**src/rtl/alu_iterative.sv**
```systemverilog
// rtl/alu_iterative.sv - RV32-style ALU with a bit-serial shifter and valid/ready handshakes
module alu_iterative #(
    parameter  int WIDTH   = 32,
    localparam int SHAMT_W = $clog2(WIDTH)
) (
    input  logic             clock,
    input  logic             reset_n,
    input  logic             start_valid,
    output logic             start_ready,
    input  logic             opcode_b5,
    input  logic [2:0]       funct3,
    input  logic             funct7b5,
    input  logic [1:0]       ALU_op,
    input  logic [WIDTH-1:0] a,
    input  logic [WIDTH-1:0] b,
    output logic             result_valid,
    input  logic             result_ready,
    output logic [WIDTH-1:0] result,
    output logic             zero,
    output logic             illegal
);

    typedef enum logic [1:0] {S_IDLE, S_SHIFT, S_DONE} state_t;

    state_t               r_state;
    state_t               w_next_state;
    logic [SHAMT_W-1:0]   r_cnt;
    logic [WIDTH-1:0]     r_result;
    logic                 r_illegal;
    logic                 r_shr;
    logic                 r_sha;

    logic [WIDTH-1:0]     w_res;
    logic                 w_is_shift;
    logic                 w_shr;
    logic                 w_sha;
    logic                 w_illegal;
    logic [SHAMT_W-1:0]   w_shamt;
    logic                 w_start_iter;
    logic [WIDTH-1:0]     w_shift1;

    assign w_shamt = b[SHAMT_W-1:0];

    // Shifts only flag themselves here; w_res = a covers the zero-amount case.
    always_comb begin
        w_res      = '0;
        w_is_shift = 1'b0;
        w_shr      = 1'b0;
        w_sha      = 1'b0;
        w_illegal  = 1'b0;
        case (ALU_op)
            2'b00: w_res = a + b;
            2'b01: w_res = a - b;
            2'b10: begin
                case (funct3)
                    3'b000: w_res = (opcode_b5 & funct7b5) ? (a - b) : (a + b);
                    3'b001: begin
                        w_is_shift = 1'b1;
                        w_res      = a;
                    end
                    3'b010: w_res = {{(WIDTH-1){1'b0}}, ($signed(a) < $signed(b))};
                    3'b011: w_res = {{(WIDTH-1){1'b0}}, (a < b)};
                    3'b100: w_res = a ^ b;
                    3'b101: begin
                        w_is_shift = 1'b1;
                        w_shr      = 1'b1;
                        w_sha      = funct7b5;
                        w_res      = a;
                    end
                    3'b110: w_res = a | b;
                    default: w_res = a & b;
                endcase
            end
            default: w_illegal = 1'b1;
        endcase
    end

    assign w_start_iter = w_is_shift && (w_shamt != '0);

    always_comb begin
        if (!r_shr)
            w_shift1 = {r_result[WIDTH-2:0], 1'b0};
        else
            w_shift1 = {(r_sha & r_result[WIDTH-1]), r_result[WIDTH-1:1]};
    end

    always_comb begin
        w_next_state = r_state;
        case (r_state)
            S_IDLE:  if (start_valid) w_next_state = w_start_iter ? S_SHIFT : S_DONE;
            S_SHIFT: if (r_cnt == SHAMT_W'(1)) w_next_state = S_DONE;
            S_DONE:  if (result_ready) w_next_state = S_IDLE;
            default: w_next_state = S_IDLE;
        endcase
    end

    always_ff @(posedge clock or negedge reset_n) begin
        if (!reset_n) begin
            r_state   <= S_IDLE;
            r_cnt     <= '0;
            r_result  <= '0;
            r_illegal <= 1'b0;
            r_shr     <= 1'b0;
            r_sha     <= 1'b0;
        end else begin
            r_state <= w_next_state;
            case (r_state)
                S_IDLE: begin
                    if (start_valid) begin
                        r_illegal <= w_illegal;
                        r_shr     <= w_shr;
                        r_sha     <= w_sha;
                        r_result  <= w_res;
                        r_cnt     <= w_start_iter ? w_shamt : '0;
                    end
                end
                S_SHIFT: begin
                    r_result <= w_shift1;
                    r_cnt    <= r_cnt - SHAMT_W'(1);
                end
                default: ;
            endcase
        end
    end

    assign start_ready  = (r_state == S_IDLE);
    assign result_valid = (r_state == S_DONE);
    assign result       = r_result;
    assign zero         = result_valid && (r_result == '0);
    assign illegal      = result_valid && r_illegal;

endmodule

```
**config.mk**
```make
export PLATFORM = sky130hd
export DESIGN_NAME = alu_iterative
export DESIGN_NICKNAME = d
export VERILOG_FILES = /design/src/rtl/alu_iterative.sv
export SDC_FILE = /design/constraint.sdc
export NUM_CORES = 1
export LEC_CHECK = 0
export BUFFER_PORTS_ARGS = -buffer_cell sky130_fd_sc_hd__buf_2
export CORE_MARGIN = 4
export CORE_UTILIZATION = 30
export CTS_CLUSTER_DIAMETER = 60
export CTS_CLUSTER_SIZE = 30
export DETAILED_ROUTE_END_ITERATION = 6
export GPL_TIMING_DRIVEN = 0
export PLACE_DENSITY = 0.55
export RECOVER_POWER = 100
export SYNTH_ARGS = -nofsm -noshare
export SYNTH_HDL_FRONTEND = slang
export SYNTH_SLANG_ARGS = --single-unit
```
**constraint.sdc**
```tcl
create_clock -name clock -period 5.5 [get_ports clock]
set_input_delay 0.55 -clock clock [delete_from_list [all_inputs] [get_ports clock]]
set_output_delay 0.55 -clock clock [all_outputs]
set_load 0.1 [all_outputs]
```
======== Yosys cells after proc, flatten, opt, wreduce, memory -nomap -nowiden ========
Cells that the tools add are included.
word-level totals
  bits in registers ....................... 42
  word-level logic and storage cells ...... 65
  output and inout port bits .............. 36
  bits of input ports ..................... 75
cells by class
  add/subtract/negate cells ............... 3
  reductions and logical operators ........ 14
  multiplexer cells ....................... 21
  bitwise gates (word level) .............. 5
  magnitude comparators ................... 2
  eq/ne operators ......................... 14
operator list
  kind                 count
  $pmux 32 s6          1
  $mux 32              3
  $pmux 32 s3          1
  $lt 32x32->1         2
  $pmux 32 s2          1
  $add 32x32->32       1
  $and 32x32->32       1
  $logic_not 32->1     1
  $or 32x32->32        1
  $sub 32x32->32       1
  $xor 32x32->32       1
  $mux 5               2
  $pmux 5 s2           1
  $eq 3x3->1 const B   3
  $mux 2               4
  $mux 1               7
  $eq 3x2->1 const B   2
  $pmux 2 s3           1
  $eq 5x1->1 const B   1
  $reduce_bool 5->1    1
  $sub 5x1->5 const B  1
  $eq 2x1->1 const B   2
  $eq 2x2->1 const B   2
  $logic_not 2->1      2
  11 further kinds     16

======== Longest topological paths before layout ========
  word-level depth ........................ 8
  depth in mapped cells ................... 12
  depth with buffers taken out ............ 12

======== Worst setup path after synthesis ========
OpenSTA, ideal clock, no wires.
  kind .................................... register to output
  from .................................... register r_state[0]
  to ...................................... output port zero
  cell stages (with the launch flop) ...... 4
  data required time ...................... 4.950 ns
  path buffers ............................ 0
  setup slack ............................. 0.926 ns
  arrival ................................. 4.024 ns
  cells stage by stage .................... dfrtp_1 -> nor2b_1 -> nand2_1 -> nor3_1
between the ends
  word-level cells in the longest chain between the ends .. 2
RTL lines
  item                    line  RTL
  start, declared         25    state_t r_state;
  start signal, assigned  106   r_state <= w_next_state;
  $eq 2x2->1              127   assign result_valid = (r_state == S_DONE);
  net result_valid        16    output logic result_valid,
  $logic_and 1x1->1       129   assign zero = result_valid && (r_result == '0);
  end, declared           19    output logic zero,
The timed path passes the listed nets, and every way through them passes these cells.

======== Worst setup path after layout ========
  from .................................... input port a[8]
  to ...................................... register r_result[23] (netlist: result[23])
between the ends
  word-level cells in the longest chain between the ends .. 6
  elaborated cells on any way between the ends .. 7
  classes of those cells .................. 2 x add/sub; 5 x mux
RTL lines
  item                                              line        RTL
  start, declared                                   14          input logic [WIDTH-1:0] a,
  $add 32x32->32 or $sub 32x32->32 (tied branches)  52, 56, 53
  $mux 32                                           56          3'b000: w_res = (opcode_b5 & funct7b5) ? (a - b) : (a + b);
  $pmux 32 s6                                       55          case (funct3)
  $pmux 32 s3 (*)                                   51          case (ALU_op)
  $mux 32 (*)                                       109         if (start_valid) begin
  $pmux 32 s2 (*)                                   107         case (r_state)
  end signal, assigned                              113         r_result <= w_res;
  end signal, assigned                              118         r_result <= w_shift1;
  end, declared                                     28          logic [WIDTH-1:0] r_result;
Every way passes the cells marked *; elsewhere a longest branch is shown, timed or not. The select of a mux whose other input is x is not followed.
A chain may end at the register's enable or synchronous reset.

==> key figures <==
Worst setup path
  • Critical path's slowest cell: o311ai_0
  • Worst EP arrival: 4.80 ns
  • Startpoint Class: input pin
  • Worst path required time: 5.65 ns
  • Ordered list of cells on the worst path: buf_2, inv_1, ha_1, buf_4, nor3_1, nand2_1, o311ai_0, o21ai_2, a2111oi_0, o21ai_0, and3_1, o21ai_0, a31oi_1
  • Reg2reg setup slack: 2.43 ns
  • Crit. End Element: flop
  • Largest fanout on the critical path: 9
  • Most frequent CP cell: o21ai_0
  • Setup CP Type: in -> reg
  • CP max stage delay: 1.29 ns

Timing
  • Worst-margin pin slew: 2.31 ns
  • Final setup fails: 0
  • Max Clock Freq: 215 MHz
  • RSZ-0062 raised after global routing: false
  • Max Slew Vio Count: 49
  • Setup Total Neg Slack: 0 ns
  • Max transition margin: -54.1%
  • Fin crit share: 84.5%
  • Setup Skew: 0.00634 ns
  • Setup ws final: 0.852 ns
  • Shortest period the worst path allows: 4.65 ns
  • Hold Vio Cnt, Final: 0

CTS
  • CTS sink count: 42
  • # Post-CTS Setup Buffers: 0
  • Number of CTS-inserted buffers: 5
  • CTS root buffer: clkbuf_16
  • Clk Latency, worst-skew pair: 0.29 ns
  • CTS tree: yes
  • Clock Path Buffers: 2
  • CTS resizes: 0
  • Clk slew on worst S/H paths: 0.06 ns
  • Hold_buf cts: 0
  • CTS H-tree lvls: 2

Floorplanning
  • Die Span Y: 178 µm
  • Core Region: 0.0286 mm²
  • DIE WIDTH: 178 µm
  • Starting density of the core: 30.4%
  • # IOs: 111
  • Row cnt: 62
  • DIE AREA: 0.0318 mm²

Logic synthesis
  • Ys flop type: dfrtp_1
  • Syn_nets: 1430
  • Synth warn: 0
  • Register area share after synthesis: 12.1%
  • Post-Syn Area: 0.00870 mm²
  • Ys async rst share: 100%
  • Post-Synthesis Cells: 1255
  • #FFs+latches synth: 42
  • Number of flops mapped to enable cells by yosys: 0
  • Mean Syn Cell Area: 6.93 µm²
  • Yosys cell types: 82

Power and ir drop
  • P_leak: 4.08 nW
  • Power Total: 2.56 mW
  • Max VDD drop: 0.000160 V
  • Power per Cell Area: 261 mW/mm²

GRT
  • Largest net degree at the start of global routing: 43
  • Overflow left after global routing: 0
  • Number of global-route vias before repair: 9527
  • GRT Total Usage: 24.2%
  • Initial antenna violation count: 1
  • First-pass GRT wire length: 58.6 mm

Status
  • Violated checks: max-capacitance violations, max-slew violations
  • Outcome: complete, but fails checks

Placed design
  • Dpl hpwl: 31.5 mm
  • Worst slack, placed: 1.10 ns
  • GPL Wtd Cong: 0.963
  • Port bufs: 110

Min path
  • Worst hold path class: reg -> reg

Routing
  • Drt wl/cell: 22.9 µm
  • Routed vias/inst: 5.94
  • Routed Wire Length: 40.3 mm
  • Pre-antenna DRT Iters: 6
  • Residual DRC: 0
  • Post-route ant nets: 0
  • Initial DRC Count: 1297
  • Via count: 10400

Finish
  • Commonest non-fill, non-tap cell in the layout: o21ai_0
  • Share of layout cells above drive strength 1: 8.67%
  • Nets: 1547
  • Leading cell types in the layout, fill and taps excluded: o21ai_0, clkbuf_1, nor2_1, a21oi_1, inv_1
  • Area Growth Syn to Fin: 12.9%

Run
  • Max-Cap Viols: 2
-- synth_stat cells, types with 8 or more instances --
cell	count	area share (%)
or3_1	8	0.58
a21oi_1	110	6.3
and2_1	17	1.2
nor2b_1	10	0.72
mux2i_1	35	4.0
o211ai_1	15	1.3
o221ai_1	12	1.2
clkbuf_1	72	3.1
inv_1	99	4.3
o21ai_0	138	7.9
dfrtp_1	42	12
ha_1	98	14
a21o_1	17	1.5
nor4_1	15	1.1
o21bai_1	11	0.95
nor3_1	27	1.6
a222oi_1	10	1.2
a31oi_1	19	1.4
a22oi_1	25	2.2
nand2b_1	8	0.58
xnor2_1	41	4.1
o22ai_1	25	1.8
nor2_1	109	4.7
nand3_1	23	1.3
nand2_1	96	4.1
a221oi_1	8	0.81
a211oi_1	16	1.4
-- report_power, final --
part	total [mW]	switching, mW	internal [mW]	leakage [nW]
logic	1.69	1.27	0.424	3.48
clock network	0.343	0.129	0.215	0.0771
registers	0.525	0.135	0.390	0.515
-- cells by family (layout without fill, tap and decap cells) --
group | Yosys count | count (layout) | share of synthesized area, %
other | 0 | 1 | 0
and+or+nand+nor | 351 | 351 | 19.1
muxes | 40 | 40 | 4.67
DFF | 42 | 42 | 12.1
adders and majority gates | 100 | 100 | 14.6
buffers and inverters | 193 | 311 | 8.60
AOI/OAI and AO/OA | 482 | 482 | 36.3
xor gates and xnor gates | 47 | 47 | 4.73
-- worst paths after layout --
| kind | from | to | cells past startpoint |
|---|---|---|---|
| worst max-delay path | a[8] | result[23] | 13 |
| worst min-delay path | r_illegal | r_illegal | 2 |
| worst max register to register | r_shr | result[20] | 7 |
| worst min register to register | r_illegal | r_illegal | 2 |
| max in group asynchronous | reset_n | result[25] | 1 |
| min in group asynchronous | reset_n | result[5] | 1 |
-- stage by stage --
step | cells | hold WS [ns] | util, % | instance area (µm²)
3_3_place_gp | 1749 | 0.455 | 34.0 | 9730
4_1_cts | 1757 | 0.443 | 34.6 | 9900
3_5_place_dp | 1749 | 0.465 | 34.0 | 9730
2_1_floorplan | 1255 | 0.254 | - | 8700
5_1_grt | 1757 | 0.521 | 34.3 | 9820
6_report | 1758 | 0.472 | 34.3 | 9820
-- routing by layer --
metal / GRT usage [%] / share of wire, %
met5: 0 / 0
met4: 8.19 / 3.6
met2: 36.4 / 42
met3: 4.60 / 11
met1: 34.6 / 44
-- layout make-up --
cell class,instances,area (µm²)
plain buffers,89,358
inverters,104,390
diodes,1,2.50
clock inverters,2,37.5
multi-input cells,1020,6870
fillers,3146,18800
flip-flops and latches,42,1050
well taps,384,480
repair buffers,110,500
clock buffers,6,129
-- critical path, delay by kind of cell --
family | cells | cell delay [ns]
AOI/OAI and AO/OA | 6 | 2.84
and+or+nand+nor | 3 | 0.72
buffers and inverters | 3 | 0.38
adders and majority gates | 1 | 0.28
-- registers in the layout (all words and copies together), names as in the netlist --
| signal | flops |
|---|---|
| r_sha | 1 |
| r_cnt | 5 |
| r_state | 2 |
| result | 32 |
| r_illegal | 1 |
| r_shr | 1 |
Note: power is estimated with default switching activity, not from simulation.
